[src/rtl/cart_bs_detect.sv]
// Cartridge loader supervisor: watches the ROM download byte stream, measures the image
// and picks the bank-switch scheme and SuperChip enable once the download completes.
module cart_bs_detect #(
  parameter int ADDR_W     = 17,
  parameter int SIG_3F_MIN = 2,
  parameter int SC_LEN     = 128
) (
  input  logic              clk_sys,
  input  logic              reset_n,
  input  logic              ioctl_download,
  input  logic              ioctl_wr,
  input  logic [ADDR_W-1:0] ioctl_addr,
  input  logic [7:0]        ioctl_dout,
  input  logic [3:0]        ext_bs,
  input  logic [1:0]        sc_mode,
  output logic [3:0]        force_bs,
  output logic              sc,
  output logic [ADDR_W-1:0] rom_size,
  output logic              busy,
  output logic              done
);

  typedef enum logic [1:0] {
    IDLE    = 2'd0,
    LOAD    = 2'd1,
    RESOLVE = 2'd2
  } state_t;

  localparam logic [3:0]  SIG_3F_C = 4'(SIG_3F_MIN);
  localparam logic [11:0] SC_LEN_C = 12'(SC_LEN);

  state_t              state;
  logic                dl_prev;
  logic [ADDR_W-1:0]   max_addr;
  logic [ADDR_W-1:0]   prev_addr;
  logic                any_wr;
  logic                sc_ok;
  logic [7:0]          bank_byte;
  logic [39:0]         win;
  logic [2:0]          win_vld;
  logic [3:0]          cnt_e0;
  logic [3:0]          cnt_3f;
  logic [3:0]          cnt_fe;

  logic                dl_rise;
  logic                dl_fall;
  logic [39:0]         win_next;
  logic [2:0]          vld_next;
  logic                hit_e0;
  logic                hit_3f;
  logic                hit_fe;
  logic [ADDR_W-1:0]   sz;
  logic                has_3f;
  logic [3:0]          bs_res;
  logic                sc_res;

  function automatic logic [3:0] sat_inc(input logic [3:0] c, input logic hit);
    return (hit && (c != 4'hF)) ? c + 4'd1 : c;
  endfunction

  assign dl_rise = ioctl_download & ~dl_prev;
  assign dl_fall = ~ioctl_download & dl_prev;

  // A gap in the address sequence restarts the signature window with just the new byte.
  always_comb begin
    win_next = {32'h0, ioctl_dout};
    vld_next = 3'd1;
    if (ioctl_addr == prev_addr + ADDR_W'(1)) begin
      win_next = {win[31:0], ioctl_dout};
      vld_next = (win_vld >= 3'd5) ? 3'd5 : win_vld + 3'd1;
    end else begin
      win_next = {32'h0, ioctl_dout};
      vld_next = 3'd1;
    end
    hit_e0 = (vld_next >= 3'd3) && (win_next[23:0] == 24'h8DE01F);
    hit_3f = (vld_next >= 3'd2) && (win_next[15:0] == 16'h853F);
    hit_fe = (vld_next == 3'd5) && (win_next == 40'h2000D0C6C5);
  end

  always_comb begin
    sz     = any_wr ? max_addr + ADDR_W'(1) : '0;
    has_3f = (cnt_3f >= SIG_3F_C);
    if (ext_bs != 4'd0) begin
      bs_res = ext_bs;
    end else if (sz <= ADDR_W'(4096)) begin
      bs_res = 4'd0;
    end else if (sz == ADDR_W'(8192)) begin
      if (has_3f)               bs_res = 4'd5;
      else if (cnt_e0 != 4'd0)  bs_res = 4'd4;
      else if (cnt_fe != 4'd0)  bs_res = 4'd3;
      else                      bs_res = 4'd1;
    end else if ((sz >= ADDR_W'(10240)) && (sz <= ADDR_W'(10495))) begin
      bs_res = 4'd7;
    end else if (sz == ADDR_W'(12288)) begin
      bs_res = 4'd8;
    end else if (sz == ADDR_W'(16384)) begin
      bs_res = has_3f ? 4'd5 : 4'd2;
    end else if (sz == ADDR_W'(32768)) begin
      bs_res = has_3f ? 4'd5 : 4'd6;
    end else begin
      bs_res = has_3f ? 4'd5 : 4'd0;
    end
    case (sc_mode)
      2'd0:    sc_res = sc_ok && (sz >= ADDR_W'(8192));
      2'd1:    sc_res = 1'b0;
      default: sc_res = 1'b1;
    endcase
  end

  // Control FSM; a download rise restarts the scan from any state, even mid-RESOLVE.
  always_ff @(posedge clk_sys) begin
    if (!reset_n) begin
      state     <= IDLE;
      dl_prev   <= ioctl_download;
      max_addr  <= '0;
      prev_addr <= '0;
      any_wr    <= 1'b0;
      sc_ok     <= 1'b1;
      bank_byte <= 8'h00;
      win       <= 40'h0;
      win_vld   <= 3'd0;
      cnt_e0    <= 4'd0;
      cnt_3f    <= 4'd0;
      cnt_fe    <= 4'd0;
      force_bs  <= 4'd0;
      sc        <= 1'b0;
      rom_size  <= '0;
      busy      <= 1'b0;
      done      <= 1'b0;
    end else begin
      dl_prev <= ioctl_download;
      done    <= 1'b0;
      if (dl_rise) begin
        state    <= LOAD;
        max_addr <= '0;
        any_wr   <= 1'b0;
        sc_ok    <= 1'b1;
        win_vld  <= 3'd0;
        cnt_e0   <= 4'd0;
        cnt_3f   <= 4'd0;
        cnt_fe   <= 4'd0;
        busy     <= 1'b1;
      end else begin
        case (state)
          LOAD: begin
            if (ioctl_wr) begin
              if (ioctl_addr > max_addr) max_addr <= ioctl_addr;
              any_wr    <= 1'b1;
              prev_addr <= ioctl_addr;
              win       <= win_next;
              win_vld   <= vld_next;
              cnt_e0    <= sat_inc(cnt_e0, hit_e0);
              cnt_3f    <= sat_inc(cnt_3f, hit_3f);
              cnt_fe    <= sat_inc(cnt_fe, hit_fe);
              if (ioctl_addr[11:0] == 12'd0) begin
                bank_byte <= ioctl_dout;
              end else if ((ioctl_addr[11:0] < SC_LEN_C) && (ioctl_dout != bank_byte)) begin
                sc_ok <= 1'b0;
              end
            end
            if (dl_fall) state <= RESOLVE;
          end
          RESOLVE: begin
            force_bs <= bs_res;
            sc       <= sc_res;
            rom_size <= sz;
            done     <= 1'b1;
            busy     <= 1'b0;
            state    <= IDLE;
          end
          default: state <= IDLE;
        endcase
      end
    end
  end

endmodule

[config.mk]
export PLATFORM = sky130hd
export DESIGN_NAME = cart_bs_detect
export DESIGN_NICKNAME = d
export VERILOG_FILES = /design/src/rtl/cart_bs_detect.sv
export SDC_FILE = /design/constraint.sdc
export NUM_CORES = 1
export LEC_CHECK = 0
export ABC_AREA = 1
export BUFFER_PORTS_ARGS = -buffer_cell sky130_fd_sc_hd__buf_2
export CORE_MARGIN = 10
export CORE_UTILIZATION = 45
export DETAILED_ROUTE_END_ITERATION = 8
export HOLD_SLACK_MARGIN = 0.1
export PLACE_DENSITY = 0.72
export SYNTH_ARGS = -nofsm -noshare
export SYNTH_HDL_FRONTEND = slang
export SYNTH_SLANG_ARGS = --single-unit
[constraint.sdc]
create_clock -name clk_sys -period 7 [get_ports clk_sys]
set_input_delay 0.7 -clock clk_sys [delete_from_list [all_inputs] [get_ports clk_sys]]
set_output_delay 0.7 -clock clk_sys [all_outputs]
set_load 0.005 [all_outputs]
==> results of run 1 <==
## registers in the layout (all words and copies together), names as in the netlist, 4 cells and up
signal / count
cnt_3f: 4
win: 32
force_bs: 4
rom_size: 17
bank_byte: 8
cnt_fe: 4
prev_addr: 17
cnt_e0: 4
max_addr: 17
## cell usage in the layout, fill, tap and decap left out, types with 5 or more instances in the layout
cell type and instances:
dfxtp_1 118, nor2_1 124, inv_2 5, nor2_2 8, buf_2 58, xor2_1 6, nor2_4 9, nand2_1 217
nor4_1 12, nand3_1 74, ha_1 29, nand3_2 9, a21oi_1 93, o21ai_0 109, nand2_2 7, nor3_1 19
inv_1 160, nand4_1 36, xnor2_1 5, o21a_1 7, clkbuf_16 17
## cell type report
| class | instances | area (um^2) | area share [%] |
|---|---|---|---|
| multi-input combinational | 792 | 4090 | 49.37 |
| sequential | 118 | 2362 | 28.52 |
| inverter | 169 | 639.4 | 7.718 |
| clock buffer | 23 | 488.0 | 5.890 |
| timing repair buffer | 61 | 312.8 | 3.776 |
| tap | 216 | 270.3 | 3.262 |
| clock inverter | 8 | 121.4 | 1.465 |
## path summary, 6_finish.rpt
kind / from / to / slack [ps]
max: prev_addr[0] / cnt_e0[2] / 4080
min: ioctl_download / dl_prev / 410
max reg2reg: prev_addr[0] / cnt_e0[2] / 4080
min reg2reg: bank_byte[0] / bank_byte[0] / 460
## per-layer routing
layer  GRT usage, %  up-vias  share of wire (%)
li1               -     3745                  -
met1          22.13     3242                 47
met2          28.78      182                 45
met3          4.326       34                5.7
met4          6.757        0                2.2
met5              0        -                  0
## worst register-to-register path, stage by stage (launching register included)
cell	delay, ps
dfxtp_1	390
ha_1	230
nand2_2	120
nor2_2	200
nand3b_1	120
nand3_1	130
nand2_1	140
nor3_4	280
nand2_2	100
nor2_4	320
nand2_1	170
nand2_1	90
nand2_1	70
clkinv_1	50
nand2_1	70
nor2_4	150
nand3_1	90
nand2_1	60
nor2_1	40
## stage by stage
stage / utilization [%] / std cells / hold slack [ps] / instance area (um^2) / setup WS, ps
after global placement: 48.67 / 1356 / 451.0 / 7675 / 3900
after global routing: 52.53 / 1387 / 417.7 / 8284 / 3682
final: 52.53 / 1387 / 412.4 / 8284 / 4075
after detailed placement: 48.67 / 1356 / 453.6 / 7675 / 3843
after floorplan: - / 1110 / 432.6 / 7203 / 4650
after CTS: 52.53 / 1387 / 407.3 / 8284 / 4096
## power breakdown
group	internal [mW]	switching, mW
combinational	0.0474	0.0961
sequential	0.688	0.0162
clock	0.593	0.308
## cell families (layout without fill, tap and decap cells)
| group | Yosys count | after routing | share of synthesized area, % |
|---|---|---|---|
| flops | 118 | 118 | 32.79 |
| buf+inv | 200 | 261 | 10.53 |
| simple gates | 527 | 527 | 33.92 |
| fa+ha+maj | 29 | 29 | 5.037 |
| xor+xnor | 11 | 11 | 1.337 |
| compound gates | 225 | 225 | 16.38 |
==> impl_metrics.json, run 1 <==
{
  "worst_path_max_delay_cell": "dfxtp_1",
  "p_per_area_mw_per_mm2": 211.2,
  "drt_pass1_iterations": 5,
  "hp-class": "in -> reg",
  "synth_common_cells": "nand2_1, inv_1, nor2_1",
  "maxSlewViolCount": 0,
  "port-buffer-count": 58,
  "synth_seq_area_share_pct": 32.79,
  "crit_cells": 18,
  "crit_buf_inv": 1,
  "worst_pin_slew_ps": 927.1,
  "leakage_nw": 3.558,
  "clock_sinks": 118,
  "critical_path_class": "reg -> reg",
  "cp_max_fo": 16,
  "cp-end-kind": "register",
  "antenna_cells": 0,
  "core_mm2": 0.01577,
  "grt.total_usage_pct": 17.71,
  "slew_headroom_pct": 37.62,
  "ys_ff_latch": 118,
  "ios": 59,
  "syn_to_final_growth_pct": 15.01,
  "max_freq_mhz": 341.9,
  "yosysTopAreaCellShare_pct": 32.79,
  "power.total_mw": 1.750,
  "drtAntennaViolNets": 0,
  "synth.avg_cell_area_um2": 6.489,
  "grt_overflow_total": 0,
  "grt_pass1_wl_um": 32000,
  "r2r_cells": 18,
  "finalSetupViolations": 0,
  "wl_per_cell_um": 13.63,
  "drt_iter0_drc": 468,
  "synthTopCellsByArea": "dfxtp_1, nand2_1, inv_1, o21ai_0, nor2_1",
  "cts_buffer_depth": 2,
  "setup_tns_ps": 0,
  "cts_setup_buffers": 0,
  "cts_hold_repair.buffers": 0,
  "setup.worst_path.start_class": "register",
  "synthCells": 1110,
  "cpPeakStageDelay_ps": 390,
  "rows": 46,
  "crit_chain": "ha_1 -> nand2_2 -> nor2_2 -> nand3b_1 -> nand3_1 -> nand2_1 -> nor3_4 -> nand2_2 -> nor2_4 -> nand2_1 -> nand2_1 -> nand2_1 -> clkinv_1 -> nand2_1 -> nor2_4 -> nand3_1 -> nand2_1 -> nor2_1",
  "numCtsBuffers": 17,
  "num_vias": 7203,
  "finalClockSkew_ps": 5.375,
  "hold_viol_final": 0,
  "synthesis.nets": 1174,
  "finalCritPeriodShare_pct": 41.78,
  "drc_errors": 0,
  "antenna_found_initial": 0,
  "synthArstFlopShare_pct": 0,
  "cp.required_ps": 7320,
  "fp.dieH_um": 146.5,
  "syn_area_mm2": 0.007203,
  "drt-total-wl_um": 18900,
  "cts_tree": "done",
  "yosys_warnings": 0,
  "synth-main-ff-cell": "dfxtp_1",
  "period_minus_slack_ps": 2925,
  "synth-edff-count": 0,
  "status": "finished clean",
  "fp.dieW_um": 146.5,
  "maxCapViolations": 0,
  "ir_worst_vdd_mv": 0.1782,
  "cts_resized": 0,
  "critical_path.most_common_cell": "nand2_1",
  "start_util_pct": 45.68,
  "synth_top_area_cell": "dfxtp_1",
  "drive_above_1_share_pct": 11.70,
  "cts_root_buf": "clkbuf_16",
  "finalNetCount": 1223,
  "rsz0062_at_grt": "no",
  "fillCellCount": 1555,
  "via_per_inst": 5.193,
  "worstPathArrival_ps": 3250,
  "place_hpwl_um": 14310,
  "cpLargestDelayFamily": "simple AND/OR/NAND/NOR gates",
  "dieArea_mm2": 0.02147,
  "clk_latency_ps": 430,
  "hold_path_depth": 1,
  "grt_start_max_net_pins": 86,
  "htree_levels": 4,
  "synth_cell_types": 39,
  "clkTransAtPathRegs_ps": 50,
  "place_congestion": 0.9332,
  "yosysMostFrequentCell": "nand2_1",
  "grt_pass1_vias": 6637
}
Power figures use the tool's default switching activity.
==> inputs of run 2 (changes only) <==
==> constraint.sdc (replaced) <==
create_clock -name clk_sys -period 3 [get_ports clk_sys]
set_input_delay 0.3 -clock clk_sys [delete_from_list [all_inputs] [get_ports clk_sys]]
set_output_delay 0.3 -clock clk_sys [all_outputs]
set_load 0.005 [all_outputs]
==> run 2 against run 1 <==
Compared with the run above: die area is the same; final cell count grew 0.87%; sequential share of layout area shrank 0.29 points; clock power grew 130%; first-iteration DRC count grew 14%; register-to-register slack lost 3800 ps; sequential power grew 130%; critical path type unchanged; critical endpoint is now cnt_3f[3]; highest routed layer unchanged.
==> impl_metrics.json, run 2 (same netlist as run 1, synthesis figures left out) <==
{
  "status": "finished clean",
  "hold_viol_final": 0,
  "finalSetupViolations": 0,
  "maxSlewViolCount": 0,
  "clkTransAtPathRegs_ps": 60,
  "drc_errors": 0,
  "rows": 46,
  "grt_overflow_total": 0,
  "drt_iter0_drc": 534,
  "ios": 59,
  "setup_tns_ps": 0,
  "setup.worst_path.start_class": "register",
  "fillCellCount": 1566,
  "grt_start_max_net_pins": 76,
  "holdWs_ps": 161.1,
  "wl_per_cell_um": 14.17,
  "ir_worst_vdd_mv": 0.4334,
  "max_freq_mhz": 365.8,
  "finalClockSkew_ps": 7.315,
  "clock_sinks": 118,
  "hp-class": "in -> reg",
  "place_congestion": 0.9529,
  "drt_pass1_iterations": 5,
  "fp.dieH_um": 146.5,
  "cp-end-kind": "register",
  "worst_pin_slew_ps": 753.0,
  "seq_area_mm2": 0.002364,
  "final_common_cell": "nand2_1",
  "start_util_pct": 45.68,
  "grt.total_usage_pct": 18.26,
  "p_per_area_mw_per_mm2": 489.0,
  "num_vias": 7266,
  "drtAntennaViolNets": 0,
  "worstPathArrival_ps": 3050,
  "place_ws_ps": 267.9,
  "cts_tree": "done",
  "drt-total-wl_um": 19820,
  "htree_levels": 4,
  "slew_headroom_pct": 49.33,
  "dieArea_mm2": 0.02147,
  "multi_input_area_mm2": 0.004104,
  "cp.required_ps": 3310,
  "grt_pass1_wl_um": 32750,
  "reg2reg_slack_ps": 270,
  "utilization_pct": 53.09,
  "finalCritPeriodShare_pct": 91.13,
  "power.total_mw": 4.094,
  "grt_pass1_vias": 6817,
  "fp.dieW_um": 146.5,
  "cts_root_buf": "clkbuf_16",
  "core_mm2": 0.01577,
  "numCtsBuffers": 17,
  "top_register": "win",
  "drive_above_1_share_pct": 12.61,
  "finalNetCount": 1233,
  "layout_common_cells": "nand2_1, inv_1, nor2_1",
  "period_minus_slack_ps": 2734,
  "cp_max_fo": 7,
  "fin_ws_ps": 266.2,
  "cts_buffer_depth": 2,
  "antenna_found_initial": 0,
  "largest_reg_flops": 32,
  "clk_latency_ps": 420,
  "syn_to_final_growth_pct": 16.24,
  "via_per_inst": 5.194,
  "maxCapViolations": 0,
  "port-buffer-count": 58,
  "leakage_nw": 3.597,
  "place_hpwl_um": 14910,
  "critical_path_class": "reg -> reg"
}
[run 2: worst max-delay path, cell delays in order (launching register included)]
cell	delay, ps
dfxtp_1	380
ha_1	220
nand2_2	150
nor2_2	240
buf_4	160
nand2_2	50
nand3_2	70
nand3_2	100
nor3_4	230
nand3_2	200
nor2_1	210
nand3_1	90
nor3_1	190
nand3_1	120
o21ai_0	150
nor2_1	50
[run 2: worst paths after layout]
check | to | start | cells past startpoint
worst max-delay path | cnt_3f[3] | prev_addr[0] | 15
worst min-delay path | force_bs[3] | ext_bs[3] | 3
worst max register to register | cnt_3f[3] | prev_addr[0] | 15
worst min register to register | sc | sc | 2
[run 2: what timing repair did]
action | 4_1_cts | 5_1_grt
endpoints found under the hold margin | 1 | 0
hold buffers | 1 | 0
endpoints found under the setup margin | 0 | 5
gates resized for setup | 0 | 3
setup buffers | 0 | 2
[run 2: area by class of cell]
type	instances	share of cell area [%]
Inverter	169	7.636
Timing Repair Buffer	70	4.573
Clock inverter	11	1.793
Tap cell	216	3.228
Clock buffer	21	5.499
Multi-Input combinational cell	793	49.01
Antenna cell	1	0.02989
Sequential cell	118	28.23
[run 2: layer usage]
metal | part of all wire [%] | global-route usage (%)
met3 | 6.3 | 4.048
met1 | 46 | 23.34
met2 | 45 | 29.23
met4 | 2.5 | 7.157
met5 | 0 | 0
[run 2: through the flow]
step	cell area (um^2)	std cells
final	8373	1399
after detailed placement	7720	1362
after floorplan	7203	1110
after CTS	8341	1395
after global placement	7720	1362
after global routing	8371	1398
[run 2: power by group]
group          leakage, nW  internal [mW]  switching (mW)
Combinational         2.35          0.114           0.232
Sequential           0.956           1.61          0.0362
Clock                0.293           1.35           0.756
==> inputs of run 3 (changes only) <==
--- a/config.mk
+++ b/config.mk
@@ -12,6 +12,7 @@
 export DETAILED_ROUTE_END_ITERATION = 8
 export HOLD_SLACK_MARGIN = 0.1
 export PLACE_DENSITY = 0.72
+export REMOVE_ABC_BUFFERS = 1
 export SYNTH_ARGS = -nofsm -noshare
 export SYNTH_HDL_FRONTEND = slang
 export SYNTH_SLANG_ARGS = --single-unit
==> run 3 against run 2 <==
Compared with the run above: clock skew up 5.8 ps; total power up 4.5%; flip-flop and latch count unchanged; largest power group unchanged; largest cell class unchanged.
==> impl_metrics.json, run 3 (same netlist as run 1, synthesis figures left out) <==
{
  "setup.worst_path.start_class": "register",
  "drtAntennaViolNets": 0,
  "grt_overflow_total": 0,
  "critical_path_class": "reg -> reg",
  "max_freq_mhz": 367.1,
  "final_area_mm2": 0.008464,
  "hold_viol_final": 0,
  "slew_headroom_pct": 53.55,
  "period_minus_slack_ps": 2724,
  "p_per_area_mw_per_mm2": 505.2,
  "start_util_pct": 45.68,
  "worst_pin_slew_ps": 696.7,
  "ir_worst_vdd_mv": 0.4395,
  "grt_pass1_vias": 6690,
  "drt_iter0_drc": 644,
  "syn_to_final_growth_pct": 17.51,
  "seq_area_mm2": 0.002365,
  "clk_latency_ps": 420,
  "dpl-instance-area_mm2": 0.007735,
  "grt_pass1_wl_um": 32560,
  "fp.dieW_um": 146.5,
  "multi_input_area_mm2": 0.004124,
  "cp.required_ps": 3350,
  "worst_path_max_delay_cell": "dfxtp_1",
  "clkTransAtPathRegs_ps": 50,
  "num_vias": 7399,
  "status": "finished clean",
  "grt_start_max_net_pins": 76,
  "critical_path.most_common_cell": "nand2_1",
  "drive_above_1_share_pct": 13.18,
  "layout_common_cells": "nand2_1, inv_1, nor2_1",
  "cts_tree": "done",
  "drt-total-wl_um": 19700,
  "utilization_pct": 53.67,
  "rows": 46,
  "fin_ws_ps": 275.9,
  "met3_usage_pct": 4.265,
  "finalCritPeriodShare_pct": 90.80,
  "place_hpwl_um": 14570,
  "ios": 59,
  "setup_tns_ps": 0,
  "grt.total_usage_pct": 18.09,
  "cp-end-kind": "register",
  "finalClockSkew_ps": 13.13,
  "antenna_found_initial": 0,
  "power.total_mw": 4.276,
  "rsz0062_at_grt": "no",
  "clock_sinks": 118,
  "fp.dieH_um": 146.5,
  "drt_pass1_iterations": 5,
  "place_ws_ps": 249.0,
  "largest_reg_flops": 32,
  "grtUsageMet2_pct": 28.39,
  "busiest_layer": "met2",
  "place_congestion": 0.9299,
  "leakage_nw": 3.634,
  "cpPeakStageDelay_ps": 370,
  "crit_chain": "ha_2 -> nand2_2 -> nor2_4 -> nor2_1 -> nor2_2 -> nand2_1 -> nor2_1 -> nand3_1 -> nor2_4 -> nand3_4 -> clkinv_4 -> nand4_1 -> nor2_2 -> nand2_1 -> nand2_1 -> nand2_1 -> nor2_1",
  "cts_buffer_depth": 2,
  "htree_levels": 4,
  "numCtsBuffers": 17,
  "grt_use_met1_pct": 23.61,
  "antenna_cells": 0,
  "finalSetupViolations": 0,
  "maxCapViolations": 0,
  "cts_root_buf": "clkbuf_16",
  "drc_errors": 0,
  "via_per_inst": 5.285,
  "dieArea_mm2": 0.02147,
  "top_register": "win",
  "port-buffer-count": 58,
  "finalNetCount": 1236,
  "core_mm2": 0.01577,
  "fillCellCount": 1587,
  "final_common_cell": "nand2_1",
  "cp_max_fo": 8,
  "wl_per_cell_um": 14.07,
  "maxSlewViolCount": 0,
  "hp-class": "in -> reg",
  "worstPathArrival_ps": 3070
}
==> run 3: worst max-delay path: cells and delay by family, from the launching register on <==
family | cells | cell delay, ps
simple gates | 15 | 1930
flops | 1 | 370
fa+ha+maj | 1 | 230
buf+inv | 1 | 120
==> run 3: where the power goes <==
| group | internal [mW] | switching [mW] | leakage (nW) | total, mW |
|---|---|---|---|---|
| logic | 0.116 | 0.233 | 2.36 | 0.348 |
| registers | 1.61 | 0.0368 | 0.956 | 1.64 |
| clock network | 1.54 | 0.748 | 0.319 | 2.29 |
| total | 3.26 | 1.02 | 3.63 | 4.28 |
==> run 3: worst paths after layout <==
| check | slack [ps] | from | to | cells after the start |
|---|---|---|---|---|
| setup / recovery | 280 | prev_addr[1] | cnt_fe[0] | 17 |
| hold / removal | 160 | ext_bs[1] | force_bs[1] | 3 |
| setup reg to reg | 280 | prev_addr[1] | cnt_fe[0] | 17 |
| hold reg to reg | 460 | sc | sc | 2 |
==> run 3: per-stage QoR <==
stage | cells | hold slack (ps)
after floorplan | 1079 | 327.7
after global placement | 1364 | 437.3
after detailed placement | 1364 | 441.3
after CTS | 1396 | 156.9
after global routing | 1400 | 185.5
final | 1400 | 164.1
==> run 3: layout make-up <==
type | count | share of cell area [%]
Timing Repair Buffer | 73 | 4.760
Clock buffer | 20 | 5.514
Clock inverter | 11 | 2.321
Inverter | 169 | 7.554
Tap cell | 216 | 3.193
Multi-Input combinational cell | 793 | 48.72
Sequential cell | 118 | 27.94
==> run 3: per-layer routing <==
| metal | vias to the layer above | part of all wire (%) |
|---|---|---|
| met3 | 37 | 7.3 |
| met5 | - | 0 |
| met2 | 245 | 45 |
| met1 | 3344 | 46 |
| met4 | 0 | 2.2 |
| li1 | 3773 | - |
==> run 3: repair_timing <==
action	4_1_cts	5_1_grt
hold buffers	1	0
resized for setup	0	8
buffers inserted	0	3
setup endpoints to repair	0	11
hold endpoints to repair	1	0
